## src/rtl/mem_burst_master.sv

```systemverilog
// Burst initiator for the main-memory port: checks a client request against the
// memory window, then sequences 1/4/8/16-word read or write bursts with a stall timeout.
module mem_burst_master #(
    parameter int unsigned              ADDRESS_SIZE  = 32,
    parameter int unsigned              DATA_SIZE     = 32,
    parameter logic [ADDRESS_SIZE-1:0]  START_ADDRESS = 'h8002_0000,
    parameter int unsigned              MEM_SIZE      = 1048576,
    parameter int unsigned              TIMEOUT       = 8
) (
    input  logic                    clk,
    input  logic                    rst_n,
    input  logic                    req_valid,
    output logic                    req_ready,
    input  logic [ADDRESS_SIZE-1:0] req_addr,
    input  logic                    req_wr,
    input  logic [1:0]              req_size,
    input  logic [DATA_SIZE-1:0]    wr_data,
    input  logic                    wr_valid,
    output logic                    wr_ready,
    output logic [DATA_SIZE-1:0]    rd_data,
    output logic                    rd_valid,
    output logic                    done,
    output logic                    err,
    output logic                    mem_en,
    output logic                    mem_wren,
    output logic [ADDRESS_SIZE-1:0] mem_addr,
    output logic [1:0]              mem_acc_size,
    output logic [DATA_SIZE-1:0]    mem_d_in,
    input  logic [DATA_SIZE-1:0]    mem_d_out,
    input  logic                    mem_busy
);

    localparam int unsigned EW = ADDRESS_SIZE + 2;
    localparam int unsigned TW = $clog2(TIMEOUT + 1);
    localparam logic [EW-1:0] WIN_END = EW'(MEM_SIZE);
    localparam logic [ADDRESS_SIZE-1:0] BEAT_BYTES = ADDRESS_SIZE'(4);
    localparam logic [TW-1:0] TMO_LAST = TW'(TIMEOUT - 1);

    typedef enum logic [2:0] {
        ST_IDLE,
        ST_CHECK,
        ST_WRITE,
        ST_READ,
        ST_FINISH
    } state_e;

    state_e                  state_q, state_d;
    logic [ADDRESS_SIZE-1:0] addr_q, addr_d;
    logic                    wr_q, wr_d;
    logic [1:0]              size_q, size_d;
    logic [ADDRESS_SIZE-1:0] mem_addr_q, mem_addr_d;
    logic [1:0]              acc_size_q, acc_size_d;
    logic [4:0]              left_q, left_d;
    logic [TW-1:0]           tmo_q, tmo_d;
    logic [DATA_SIZE-1:0]    rd_data_q, rd_data_d;
    logic                    rd_valid_q, rd_valid_d;
    logic                    done_q, done_d;
    logic                    err_q, err_d;

    logic [4:0]              beats_c;
    logic [EW-1:0]           offset_c;
    logic [EW-1:0]           span_c;
    logic                    reject_c;
    logic                    mem_en_c;
    logic                    beat_c;
    logic                    stall_c;

    // Beat count for the latched size code
    always_comb begin
        beats_c = 5'd1;
        unique case (size_q)
            2'b00:   beats_c = 5'd1;
            2'b01:   beats_c = 5'd4;
            2'b10:   beats_c = 5'd8;
            default: beats_c = 5'd16;
        endcase
    end

    // Window check done with two spare bits so the end-of-burst sum cannot wrap
    assign offset_c = {2'b00, addr_q} - {2'b00, START_ADDRESS};
    assign span_c   = offset_c + EW'({beats_c, 2'b00});
    assign reject_c = (addr_q[1:0] != 2'b00) || (addr_q < START_ADDRESS) || (span_c > WIN_END);

    assign mem_en_c = (state_q == ST_READ) || ((state_q == ST_WRITE) && wr_valid);
    assign beat_c   = mem_en_c && mem_busy;
    assign stall_c  = mem_en_c && !mem_busy;

    assign req_ready    = (state_q == ST_IDLE);
    assign mem_en       = mem_en_c;
    assign mem_wren     = mem_en_c && (state_q == ST_WRITE);
    assign mem_d_in     = (state_q == ST_WRITE) ? wr_data : '0;
    assign wr_ready     = beat_c && (state_q == ST_WRITE);
    assign mem_addr     = mem_addr_q;
    assign mem_acc_size = acc_size_q;
    assign rd_data      = rd_data_q;
    assign rd_valid     = rd_valid_q;
    assign done         = done_q;
    assign err          = err_q;

    always_ff @(posedge clk or negedge rst_n) begin
        if (!rst_n) begin
            state_q    <= ST_IDLE;
            addr_q     <= '0;
            wr_q       <= 1'b0;
            size_q     <= 2'b00;
            mem_addr_q <= '0;
            acc_size_q <= 2'b00;
            left_q     <= 5'd0;
            tmo_q      <= '0;
            rd_data_q  <= '0;
            rd_valid_q <= 1'b0;
            done_q     <= 1'b0;
            err_q      <= 1'b0;
        end else begin
            state_q    <= state_d;
            addr_q     <= addr_d;
            wr_q       <= wr_d;
            size_q     <= size_d;
            mem_addr_q <= mem_addr_d;
            acc_size_q <= acc_size_d;
            left_q     <= left_d;
            tmo_q      <= tmo_d;
            rd_data_q  <= rd_data_d;
            rd_valid_q <= rd_valid_d;
            done_q     <= done_d;
            err_q      <= err_d;
        end
    end

    // done/err are registered so they appear during the single FINISH cycle
    always_comb begin
        state_d    = state_q;
        addr_d     = addr_q;
        wr_d       = wr_q;
        size_d     = size_q;
        mem_addr_d = mem_addr_q;
        acc_size_d = acc_size_q;
        left_d     = left_q;
        tmo_d      = tmo_q;
        rd_data_d  = rd_data_q;
        rd_valid_d = 1'b0;
        done_d     = 1'b0;
        err_d      = 1'b0;

        unique case (state_q)
            ST_IDLE: begin
                if (req_valid) begin
                    addr_d  = req_addr;
                    wr_d    = req_wr;
                    size_d  = req_size;
                    state_d = ST_CHECK;
                end
            end
            ST_CHECK: begin
                tmo_d = '0;
                if (reject_c) begin
                    state_d = ST_FINISH;
                    done_d  = 1'b1;
                    err_d   = 1'b1;
                end else begin
                    state_d    = wr_q ? ST_WRITE : ST_READ;
                    mem_addr_d = addr_q;
                    acc_size_d = size_q;
                    left_d     = beats_c;
                end
            end
            ST_WRITE, ST_READ: begin
                if (beat_c) begin
                    mem_addr_d = mem_addr_q + BEAT_BYTES;
                    left_d     = left_q - 5'd1;
                    tmo_d      = '0;
                    if (state_q == ST_READ) begin
                        rd_data_d  = mem_d_out;
                        rd_valid_d = 1'b1;
                    end
                    if (left_q == 5'd1) begin
                        state_d = ST_FINISH;
                        done_d  = 1'b1;
                    end
                end else if (stall_c) begin
                    if (tmo_q == TMO_LAST) begin
                        state_d = ST_FINISH;
                        done_d  = 1'b1;
                        err_d   = 1'b1;
                    end else begin
                        tmo_d = tmo_q + TW'(1);
                    end
                end
            end
            ST_FINISH: begin
                state_d = ST_IDLE;
            end
            default: begin
                state_d = ST_IDLE;
            end
        endcase
    end

endmodule

```

## config.mk

```make
export PLATFORM = sky130hd
export DESIGN_NAME = mem_burst_master
export DESIGN_NICKNAME = d
export VERILOG_FILES = /design/src/rtl/mem_burst_master.sv
export SDC_FILE = /design/constraint.sdc
export NUM_CORES = 1
export LEC_CHECK = 0
export CAP_MARGIN = 0
export CORE_AREA = 2 2 123 125
export DETAILED_ROUTE_END_ITERATION = 10
export DIE_AREA = 0 0 125 127
export PLACE_DENSITY = 0.81
export SYNTH_ARGS = -nofsm -noshare
export SYNTH_HDL_FRONTEND = slang
export SYNTH_SLANG_ARGS = --single-unit
```

## constraint.sdc

```tcl
create_clock -name clk -period 4.6 [get_ports clk]
set_clock_uncertainty 0.05 [all_clocks]
set_input_delay 0.69 -clock clk [delete_from_list [all_inputs] [get_ports clk]]
set_output_delay 0.69 -clock clk [all_outputs]
set_load 0.03 [all_outputs]
```

==> impl_metrics.toml <==
[final_layout]
seq_area_um2 = 2900
layout-drive-gt1-share_pct = 11.6
antenna_cells = 0
fill_cells = 1144
layout_common_cells = "clkdlybuf4s50_1 (207), dfrtp_1 (116), a21oi_1 (78)"
area_delta_synth_final_pct = 40.7
multiInputGateArea_um2 = 3670
final_nets = 1049
final_common_cell = "clkdlybuf4s50_1"

[sta]
worst_pin_slew_ps = 1010
hold_viol = 0
period_share_pct = 92.1
finalSetupViolCount = 0
fin_tns_setup_ps = 0
relSlewSlack_pct = 32.2
max_freq_mhz = 236
setup_slack_ps = 363
rsz0062_at_grt = "false"
period_minus_slack_ps = 4240
drv_slew = 0

[clock_network]
numCtsBuffers = 17
cts_sinks = 116
cts-resized-gates = 0
cts_tree = "yes"
cts_hold_buf = 0
cts_root_buf = "clkbuf_16"
post_cts_buffers = 0
cts_max_level = 4
clk_pin_slew_ps = 60
insertion_delay_ps = 420
cts_buffer_depth = 2

[yosys]
synth_seq_cells = 116
synthFlopType = "dfrtp_1"
synth_top_family_by_area = "simple AND/OR/NAND/NOR gates"
synth_area_um2 = 6860
yosys.area_share.simple_pct = 20.6
async_reset_ff_share_pct = 100
synth_xor_area_share_pct = 2.17
syn-instance-count = 747
synth_compound_area_share_pct = 18.5
syn_avg_cell_area_um2 = 9.18
yosys.cell_types.count = 71
synth-adder-area-share_pct = 1.82
ys_seq_area_share_pct = 42.3
synthMuxAreaShare_pct = 10.3
postSynthNetCount = 861
synth_edf_count = 0
synth_warnings = 0

[detailed_routing]
routed_wl_mm = 20.5
vias = 6632
drt-pass1-iter-count = 6
wl_per_cell_um = 18.1
postRouteAntennaNets = 0
drtIter0Drc = 524
vias_per_cell = 5.86
drc = 0

[setup_path]
required_ps = 4850
crit_type = "reg -> reg"
cpMaxStageDelayCell = "nor3b_2"
critPathCaptureType = "flip-flop"
crit_chain = "inv_1, ha_1, nor3b_2, a21boi_0, o32a_1, a2111oi_1, o2111ai_1, or4_1, mux2_1"
cp.arrival_ps = 4490
cp_max_fo = 13
start_kind = "flip-flop"
slowest_delay_ps = 720

[power_and_ir_drop]
power.density_nw_per_um2 = 469
p_leak_nw = 3.97
vdd_drop_max_v = 0.000250

[min_path]
hold_path_class = "in -> async"

[global_route]
overflow = 0
grt_pass1_wl_mm = 32.9
track_usage_pct = 25.7
grt_pass1_vias = 6295
grt_max_degree = 64
antenna_found_initial = 0

[die]
rows = 44
die_w_um = 125
die_y_um = 127
start_util_pct = 47.5
coreArea_um2 = 14400
design.die.area_um2 = 15900
io_pins = 209

[placement]
gp_congestion = 0.916
io_buffer_count = 208
pre_cts_slack_ps = 437
dp_hpwl_mm = 14.8

[job]
cap_violations = 0

[run_status]
status = "finished, final reports clean"
-- final cells by class --
| cell class | instances | area share (%) |
|---|---|---|
| clock buffers | 23 | 4.96 |
| clock inverters | 8 | 1.30 |
| inverters | 19 | 0.739 |
| multi-input cells | 561 | 38.0 |
| flip-flops and latches | 116 | 30.1 |
| well taps | 184 | 2.39 |
| repair buffers | 220 | 22.5 |
-- metrics by stage --
step | hold WS (ps) | power (mW) | utilization (%) | instances | cell area (um^2)
floorplan | 344 | 2.52 | - | 747 | 6860
global placement | 427 | 3.12 | 62.7 | 1100 | 9040
detailed placement | 443 | 3.15 | 62.7 | 1100 | 9040
CTS | 297 | 4.52 | 66.9 | 1131 | 9640
global route | 337 | 4.75 | 66.9 | 1131 | 9640
finish | 261 | 4.53 | 66.9 | 1131 | 9640
-- synth_stat cells, types with 7 or more instances --
cell type / count / area [um^2]
mux2_2: 56 / 631
nor3_1: 14 / 70.1
o22ai_1: 8 / 50.1
or3_1: 8 / 50.1
nand2_1: 57 / 214
a31oi_1: 10 / 62.6
clkbuf_1: 34 / 128
inv_1: 19 / 71.3
dfrtp_1: 116 / 2900
xnor2_1: 11 / 96.3
ha_1: 10 / 125
and2_1: 42 / 263
nand2b_1: 7 / 43.8
nand4_1: 12 / 75.1
nor2_1: 51 / 191
nand3_1: 30 / 150
a22o_1: 9 / 78.8
and3_1: 11 / 68.8
buf_2: 8 / 40.0
nor4_1: 9 / 56.3
o21ai_0: 49 / 245
a21oi_1: 78 / 390
-- critical path, delay by kind of cell, from the launching register on --
family,cells,cell delay (ps)
buf+inv,1,140
flops,1,520
compound gates,4,1370
fa+ha+maj,1,330
simple gates,2,1340
mux,1,360
-- final timing paths --
| check | from | to | slack, ps | depth (start not counted) |
|---|---|---|---|---|
| max | addr_q[17] | mem_acc_size[0] | 360 | 9 |
| min | rst_n | rd_data[10] | 260 | 1 |
| max reg2reg | addr_q[17] | mem_acc_size[0] | 360 | 9 |
| min reg2reg | rd_data[24] | rd_data[24] | 450 | 1 |
| max in group asynchronous | rst_n | mem_addr[29] | 3330 | 2 |
| min in group clk | rd_data[24] | rd_data[24] | 450 | 1 |
-- power by group --
group | internal (mW) | switching, mW | total [mW]
registers | 1.24 | 0.377 | 1.62
clock network | 0.891 | 0.471 | 1.36
logic | 0.686 | 0.858 | 1.54
total | 2.82 | 1.71 | 4.53
-- state kept, by name, summed over array words and instances, names as in the netlist, 2 cells and up --
| name | cells |
|---|---|
| left_q | 5 |
| mem_acc_size | 2 |
| state_q | 3 |
| rd_data | 32 |
| mem_addr | 32 |
| addr_q | 32 |
| tmo_q | 4 |
| size_q | 2 |
-- logic make-up after synthesis --
family                     after synthesis
AOI/OAI and AO/OA                      204
xor gates and xnor gates                17
adders and majority gates               10
buffers and inverters                   70
DFF                                    116
muxes                                   63
and+or+nand+nor                        267
-- metal layers --
metal | part of all wire [%] | track usage [%] | vias up
li1 | - | - | 3105
met1 | 41 | 32.7 | 3188
met2 | 50 | 43.3 | 297
met3 | 7.4 | 6.78 | 42
met4 | 2.1 | 7.97 | 0
met5 | 0 | 0 | -
Power figures use the tool's default switching activity.
